**config.mk**
```make
export PLATFORM = sky130hd
export DESIGN_NAME = adder_mismatch_detect
export DESIGN_NICKNAME = d
export VERILOG_FILES = /design/src/rtl/adder_tb_pkg.sv /design/src/rtl/adder_mismatch_detect.sv
export SDC_FILE = /design/constraint.sdc
export NUM_CORES = 1
export LEC_CHECK = 0
export BUFFER_PORTS_ARGS = -buffer_cell sky130_fd_sc_hd__buf_2
export CORE_MARGIN = 2
export CORE_UTILIZATION = 29
export DETAILED_ROUTE_END_ITERATION = 8
export GPL_ROUTABILITY_DRIVEN = 0
export PLACE_DENSITY = 0.89
export SETUP_SLACK_MARGIN = 0.5
export SLEW_MARGIN = 5
export SYNTH_ARGS = -nofsm -noshare
export SYNTH_HDL_FRONTEND = slang
export SYNTH_SLANG_ARGS = --single-unit
```
**constraint.sdc**
```tcl
create_clock -name vclk -period 4.85
set_input_delay 1.2125 -clock vclk [all_inputs]
set_output_delay 1.2125 -clock vclk [all_outputs]
set_load 0.005 [all_outputs]
```
**src/rtl/adder_tb_pkg.sv**
```systemverilog
// rtl/adder_tb_pkg.sv - shared state and compare-type encodings for the adder checking stage
package adder_tb_pkg;

  typedef enum logic [1:0] {
    ST_IDLE = 2'd0,
    ST_RUN  = 2'd1,
    ST_DONE = 2'd2,
    ST_HALT = 2'd3
  } state_e;

  localparam int TYPE_BASIC = 0;
  localparam int TYPE_PG    = 1;

endpackage

```
**src/rtl/adder_mismatch_detect.sv**
```systemverilog
// rtl/adder_mismatch_detect.sv - combinational DUV vs reference comparison for one vector
module adder_mismatch_detect
  import adder_tb_pkg::*;
#(
  parameter int n        = 64,
  parameter int CMP_TYPE = TYPE_BASIC
) (
  input  logic [n-1:0] s_ref,
  input  logic         cout_ref,
  input  logic         prop_ref,
  input  logic         gen_ref,
  input  logic [n-1:0] s_duv,
  input  logic         cout_duv,
  input  logic         prop_duv,
  input  logic         gen_duv,
  output logic         mism
);

  logic pg_mism;

  // Group propagate/generate only exist on the lookahead-style adders.
  assign pg_mism = (CMP_TYPE == TYPE_PG) && ((prop_ref != prop_duv) || (gen_ref != gen_duv));
  assign mism    = (s_ref != s_duv) || (cout_ref != cout_duv) || pg_mism;

endmodule

```
==> impl_results.md, run 1 <==
- Area Overhead vs Synth: 96.35%
- Setup crit end kind: output port
- Grt total ovfl: 0
- Final worst-path cycle share: 78.01%
- Library cells used by synthesis: 7
- Vias in the first global route: 1,017
- Slew Viols, Final: 0
- Number of gates resized after cts: 0
- Io pins: 135
- Final hold vios: 0
- Final wirelength: 2448 um
- Reg area: 0 um^2
- WL met3: 252 um
- Highest metal used: met4
- Worst path depth: 7
- RSZ-0062 raised after global routing: false
- WHS Path Cells: 6
- Synth Cell Area: 719.4 um^2
- CP Class: input port to output port
- TritonRoute pass-1 iters: 1
- Vias per cell: 4.434
- Die X: 53.81 um
- VDD IR max: 0.05335 mV
- Setup violations, final: 0
- Nets: 355
- Number of sequential cells: 0
- Diodes inserted: 0
- Pwr dens: 77.51 nW/um^2
- Post-DR wirelength/cell: 9.831 um
- Vias: 1,104
- Relative slew slack: 79.32%
- FMAX: 0.2643 GHz
- Mapped Nets: 222
- Largest net degree at the start of global routing: 2
- Gr usage total: 14.60%
- Setup bufs post-CTS: 0
- Initial Utilization: 29.85%
- Least-Margin Pin Slew: 307.3 ps
- Initial antenna violation count: 0
- Metal-1 WL: 680 um
- Hold Path Class: input port to output port
- Mapped Cells: 88
- Crit Path Max Fanout: 1
- Critical path's largest stage delay: 360 ps
- Antenna Nets Post-Route: 0
- Setup TNS: 0 ps
- Core area: 2410 um^2
- Buf/Inv on CP: 2
- Layout Utilization: 58.62%
- CP required: 3640 ps
- Hold slack: 2835 ps
- First-pass GRT wire length: 3263 um
- Clock buffer cells: 0
- CP delay by family, top: simple AND/OR/NAND/NOR gates
- CTS Hold Bufs: 0
- Max_cap viols: 0
- Mean area per synthesized cell: 8.175 um^2
- DR iter-0 viols: 0
- Met2 wire len: 1497 um
- Die height: 53.81 um
- Pleak: 0.7384 nW
- Status: completed
- Final HPWL DP: 2471 um
- Remaining DRCs: 0
- Period minus WS final: 3783 ps
- Port Buffers: 131
- Arrival @ worst endpoint: 2570 ps
- Critical-path top delay cell: nor4_1
- Register area share after synthesis: 0%
- Die area: 2895 um^2
- CP Cell Sequence: buf_2 > xor2_1 > nor4_1 > nand4_1 > nor4_1 > nand3_1 > buf_2
- CP Launch Type: input port
- FP Rows: 18
- Layout cell share with drive strength beyond 1: 60.27%
- Synth warn: 0
==> layer usage <==
metal / vias up / global-route usage, %
met5: - / 0
met4: 0 / 0.8547
met3: 2 / 0.2778
met2: 66 / 36.99
met1: 469 / 11.39
li1: 567 / -
==> cells by family after synthesis <==
group	count (synthesis)	share of synthesized area, %
xor+xnor	65	79.13
simple gates	23	20.87
==> placed cells by master (no fill, tap or decap), drive strengths merged <==
cell type,count
nor3,2
xor2,36
xnor2,29
nor4,10
buf,131
nand4,8
nand3,3
==> path summary, 6_finish.rpt <==
| kind | start | to |
|---|---|---|
| setup / recovery | s_duv[33] | mism |
| hold / removal | s_ref[14] | mism |
==> final cells by class <==
class                      count  area (um^2)
fill                         232        997.2
multi-input combinational     88        719.4
timing repair buffer         131        655.6
tap                           30        37.54
==> synth_stat cells <==
cell,n,area (um^2)
xor2_1,36,315.3
xnor2_1,29,254.0
nor4_1,10,62.56
nand4_1,8,50.05
nand3_1,2,10.01
nor3_1,2,10.01
nand3_4,1,17.52
==> through the flow <==
stage	std cells	cell area (um^2)	power (mW)	worst slack [ps]
finish	249	1413	0.1095	1067
CTS	249	1413	0.1114	1034
global placement	249	1413	0.1073	1064
floorplan	88	719.4	0.04586	1552
detailed placement	249	1413	0.1111	1041
global route	249	1413	0.1208	887.5
==> tightest hold or removal path, cell delays in order <==
cell and delay (ps):
buf_2 80, xnor2_1 50, nand3_1 60, nor3_1 40, nand3_1 70, buf_2 110
==> where the power goes <==
group          switching, mW  leakage, nW  internal (mW)  total [mW]
clock                      0            0              0           0
sequential                 0            0              0           0
combinational         0.0416        0.738         0.0679       0.109
total                 0.0416        0.738         0.0679       0.109
(Power assumes the default switching activity.)
==> run 2, diff against run 1 <==
--- a/config.mk
+++ b/config.mk
@@ -5,12 +5,14 @@
 export SDC_FILE = /design/constraint.sdc
 export NUM_CORES = 1
 export LEC_CHECK = 0
+export ABC_AREA = 1
 export BUFFER_PORTS_ARGS = -buffer_cell sky130_fd_sc_hd__buf_2
+export CORE_ASPECT_RATIO = 2
 export CORE_MARGIN = 2
-export CORE_UTILIZATION = 29
+export CORE_UTILIZATION = 34
 export DETAILED_ROUTE_END_ITERATION = 8
 export GPL_ROUTABILITY_DRIVEN = 0
-export PLACE_DENSITY = 0.89
+export PLACE_DENSITY = 0.85
 export SETUP_SLACK_MARGIN = 0.5
 export SLEW_MARGIN = 5
 export SYNTH_ARGS = -nofsm -noshare
==> constraint.sdc (replaced) <==
create_clock -name vclk -period 3.8
set_input_delay 0.95 -clock vclk [all_inputs]
set_output_delay 0.95 -clock vclk [all_outputs]
set_load 0.005 [all_outputs]
==> run 2 against run 1 <==
  * Combinational power grew 50%
  * Critical path type unchanged
  * Critical endpoint unchanged
  * Sequential cell count is the same
  * First-iteration DRC count grew 2
  * Routed wire length grew 29%
  * Global-route usage grew 1.2 points
  * Sequential share of layout area is the same
  * Synthesized cell count grew to 2.6 times the previous value
  * Core utilization grew 0.48 points
  * Die area grew 23%
  * Synthesized area grew 45%
==> impl_results.md, run 2 <==
- Status: completed
- Pleak: 1.164 nW
- Arrival @ worst endpoint: 1900 ps
- Layout cell share with drive strength beyond 1: 37.05%
- Diodes inserted: 0
- Hold slack: 2377 ps
- GR Util met3: 1.739%
- CP Class: input port to output port
- Setup crit end kind: output port
- Least-Margin Pin Slew: 211.6 ps
- Final HPWL DP: 3054 um
- Final worst-path cycle share: 74.87%
- Critical Path Sink: mism
- RSZ-0062 raised after global routing: false
- Met2 GRT Util: 37.91%
- GRT Max-Usage Layer: met2
- Area Overhead vs Synth: 66.27%
- Port Buffers: 131
- Vias: 1,668
- Library cells used by synthesis: 7
- First-pass GRT wire length: 4705 um
- DR iter-0 viols: 2
- Hold Path Class: input port to output port
- FP Rows: 28
- VDD IR max: 0.05871 mV
- Pwr dens: 94.41 nW/um^2
- Grt total ovfl: 0
- Initial antenna violation count: 0
- Setup bufs post-CTS: 0
- TritonRoute pass-1 iters: 4
- FMAX: 0.3515 GHz
- Antenna Nets Post-Route: 0
- Mapped Nets: 362
- Vias per cell: 4.288
- Nets: 495
- Die X: 43.22 um
- Cell taking the most area after synthesis: nand2_1
- Largest net degree at the start of global routing: 3
- Die height: 82.44 um
- Period minus WS final: 2845 ps
- Final hold vios: 0
- Clock buffer cells: 0
- Final wirelength: 3158 um
- NetSw: 69.50 uW
- Most common cell in the synthesized netlist: nand2_1
- Number of gates resized after cts: 0
- Io pins: 135
- Met1 Track Usage GR: 11.82%
- Yosys top cell area share: 31.94%
- Die area: 3563 um^2
- CP startpoint: s_duv[25]
- Number of sequential cells: 0
- Post-synth top cells: nand2_1, nor2_1, inv_1
- Gr usage total: 15.81%
- Vias in the first global route: 1,482
- Largest cells by area after synthesis: nand2_1, xnor2_1, nor2_1, inv_1, nand3_1
- Remaining DRCs: 0
- Clock Power Share: 0%
- Mean area per synthesized cell: 4.588 um^2
- Relative slew slack: 85.84%
- CP required: 2850 ps
- Seq pwr share: 0%
- Switching share of power: 42.33%
- P_int: 94.69 uW
- Post-DR wirelength/cell: 8.118 um
- Most frequent cells in the layout: buf_2, nand2_1, nor2_1
- Slew Viols, Final: 0
- Setup violations, final: 0
- Crit Path Max Fanout: 2
- Setup TNS: 0 ps
- CTS Hold Bufs: 0
- Synth Cell Area: 1046 um^2
- Max_cap viols: 0
- Commonest non-fill, non-tap cell in the layout: buf_2
- Mapped Cells: 228
- Reg area: 0 um^2
- Synth warn: 0
- Logic pwr share: 100.0%
- Register area share after synthesis: 0%
- Initial Utilization: 35.54%
- Core area: 2943 um^2
- CP Launch Type: input port
-- run 2: cell types whose count changed in the layout (fill, tap and decap cells not counted), moves of 5 or more --
| cell | change |
|---|---|
| inv_1 | +45 |
| nand2_1 | +89 |
| nand4_1 | -8 |
| nor2_1 | +52 |
| nor4_1 | -10 |
| xnor2_1 | +5 |
| xor2_1 | -34 |
-- run 2: area by class of cell --
cell class,instances,area [um^2]
inverter,45,168.9
tap,30,37.54
fill,321,1204
timing repair buffer,131,655.6
multi-input combinational,183,877.1
-- run 2: critical path, stage by stage --
cell,delay [ps]
buf_2,100
nor2_1,90
nor2_1,50
nor2_1,70
nand2_1,50
nor2_1,190
nand2_1,80
nor2_1,90
nand3_1,70
buf_2,130
-- run 2: worst min path at each step --
| stage | from | end | depth (start not counted) | slack (ps) |
|---|---|---|---|---|
| after floorplan | s_ref[60] | mism | 6 | 2160 |
| after global placement | s_ref[36] | mism | 8 | 2380 |
| after detailed placement | s_ref[60] | mism | 8 | 2400 |
| after CTS | s_ref[60] | mism | 8 | 2400 |
| after global routing | s_ref[40] | mism | 8 | 2460 |
| final | s_ref[60] | mism | 8 | 2380 |
-- run 2: per-stage QoR --
stage | instance area [um^2] | power (mW) | util [%] | std cells | worst slack, ps
final | 1739 | 0.1642 | 59.10 | 389 | 954.9
after global placement | 1739 | 0.1607 | 59.10 | 389 | 956.2
after CTS | 1739 | 0.1667 | 59.10 | 389 | 953.3
after detailed placement | 1739 | 0.1659 | 59.10 | 389 | 958.8
after global routing | 1739 | 0.1886 | 59.10 | 389 | 807.3
after floorplan | 1046 | 0.07983 | - | 228 | 1348
-- run 2: power by group through the flow --
| stage | clock, mW | sequential, mW | combinational (mW) |
|---|---|---|---|
| 2_1_floorplan | 0 | 0 | 0.0798 |
| 3_3_place_gp | 0 | 0 | 0.161 |
| 3_5_place_dp | 0 | 0 | 0.166 |
| 4_1_cts | 0 | 0 | 0.167 |
| 5_1_grt | 0 | 0 | 0.189 |
| 6_report | 0 | 0 | 0.164 |
-- run 2: layer usage --
metal,vias up,share of wire (%)
li1,908,-
met1,672,29
met2,82,60
met3,6,9.4
met4,0,1.9
met5,-,0
-- run 2: logic make-up (layout without fill, tap and decap cells) --
kind of cell	after synthesis	in the layout	synth area share (%)
buf+inv	45	176	16.15
simple gates	147	147	53.71
xor+xnor	36	36	30.14
==> run 3, diff against run 2 <==
==> constraint.sdc (replaced) <==
create_clock -name vclk -period 2.9
set_input_delay 0.725 -clock vclk [all_inputs]
set_output_delay 0.725 -clock vclk [all_outputs]
set_load 0.005 [all_outputs]
==> run 3 against run 2 <==
  * Sequential share of layout area stayed put
  * Critical path type unchanged
  * Combinational power is 32% higher
  * Setup slack worse by 390 ps
  * Core utilization is 0.72 points higher
==> impl_results.md, run 3 (synthesized netlist as in run 2, its figures left out) <==
- Layout cell share with drive strength beyond 1: 38.72%
- Final hold vios: 0
- Grt total ovfl: 0
- Seq pwr share: 0%
- VDD IR max: 0.07446 mV
- CP required: 2170 ps
- Setup crit end kind: output port
- Antenna Nets Post-Route: 0
- CP Launch Type: input port
- Setup TNS: 0 ps
- Final wirelength: 3020 um
- Io pins: 135
- Dpl cell area: 1739 um^2
- Arrival @ worst endpoint: 1610 ps
- Pleak: 1.165 nW
- TritonRoute pass-1 iters: 4
- Most frequent cells in the layout: buf_2, nand2_1, nor2_1
- Diodes inserted: 0
- Vias in the first global route: 1,343
- First-pass GRT wire length: 4284 um
- Nets: 495
- Final HPWL DP: 2862 um
- Initial Utilization: 35.54%
- Hold path start: s_ref[36]
- Slew Viols, Final: 0
- FMAX: 0.4279 GHz
- Pwr dens: 123.4 nW/um^2
- Reg area: 0 um^2
- Layout Utilization: 59.82%
- DR iter-0 viols: 7
- FP Rows: 28
- Area taken by multi-input logic gates: 892.1 um^2
- Highest metal used: met4
- Initial antenna violation count: 0
- CP startpoint: s_duv[35]
- NetSw: 91.82 uW
- Largest net degree at the start of global routing: 3
- Number of sequential cells: 0
- Metal-1 WL: 928 um
- Port Buffers: 131
- Fillers: 313
- Least-Margin Pin Slew: 142.5 ps
- CP Class: input port to output port
- Die area: 3563 um^2
- Die height: 82.44 um
- Setup violations, final: 0
- Remaining DRCs: 0
- Gr usage total: 14.41%
- Area Overhead vs Synth: 68.30%
- Met2 wire len: 1781 um
- Post-route cell area: 1760 um^2
- Die X: 43.22 um
- Switching share of power: 42.28%
- RSZ-0062 raised after global routing: true
- WL met3: 296 um
- Max_cap viols: 0
- Clock Power Share: 0%
- Commonest non-fill, non-tap cell in the layout: buf_2
- Status: completed
- Hold slack: 1919 ps
- Vias: 1,638
- Final worst-path cycle share: 80.58%
- Logic pwr share: 100.0%
- P_int: 125.4 uW
- Post-DR wirelength/cell: 7.763 um
- Period minus WS final: 2337 ps
- Relative slew slack: 90.43%
- Crit Path Max Fanout: 2
- Hold Path Class: input port to output port
- Clock buffer cells: 0
- Core area: 2943 um^2
- Setup bufs post-CTS: 0
- Vias per cell: 4.211
==> run 3: routing by layer <==
layer | global-route usage [%] | vias to the layer above
li1 | - | 905
met1 | 11.56 | 653
met2 | 34.93 | 78
met3 | 1.087 | 2
met4 | 0.6061 | 0
met5 | 0 | -
==> run 3: timing repair <==
item / CTS / global route
hold buffers: 0 / 0
resized for setup: 0 / 7
endpoints found under the setup margin: 0 / 1
==> run 3: critical path, cell delays in order <==
cell,delay [ps]
buf_2,110
nor2_2,90
nor2_1,50
nor2_1,80
nand2_1,60
nor2_2,130
nand2_1,80
nor2_2,90
nand3_1,70
buf_2,130
==> run 3: cell type report <==
cell class | instances | area share, %
inverter | 45 | 9.595
tap | 30 | 2.132
timing repair buffer | 131 | 37.60
multi-input combinational | 183 | 50.68
==> run 3: metrics by stage <==
stage,worst slack (ps),power [mW],instances
after floorplan,898.2,0.1046,228
after global placement,503.3,0.2105,389
after detailed placement,513.0,0.2171,389
after CTS,509.7,0.2179,389
after global routing,422.5,0.2487,389
final,563.0,0.2172,389
==> run 3: worst paths after layout <==
kind	to	cells after the start	slack (ps)
worst max-delay path	mism	10	560
worst min-delay path	mism	8	1920
==> run 3: power by group through the flow <==
stage	clock network [mW]	registers, mW	logic, mW
global placement	0	0	0.211
floorplan	0	0	0.105
CTS	0	0	0.218
global route	0	0	0.249
finish	0	0	0.217
detailed placement	0	0	0.217
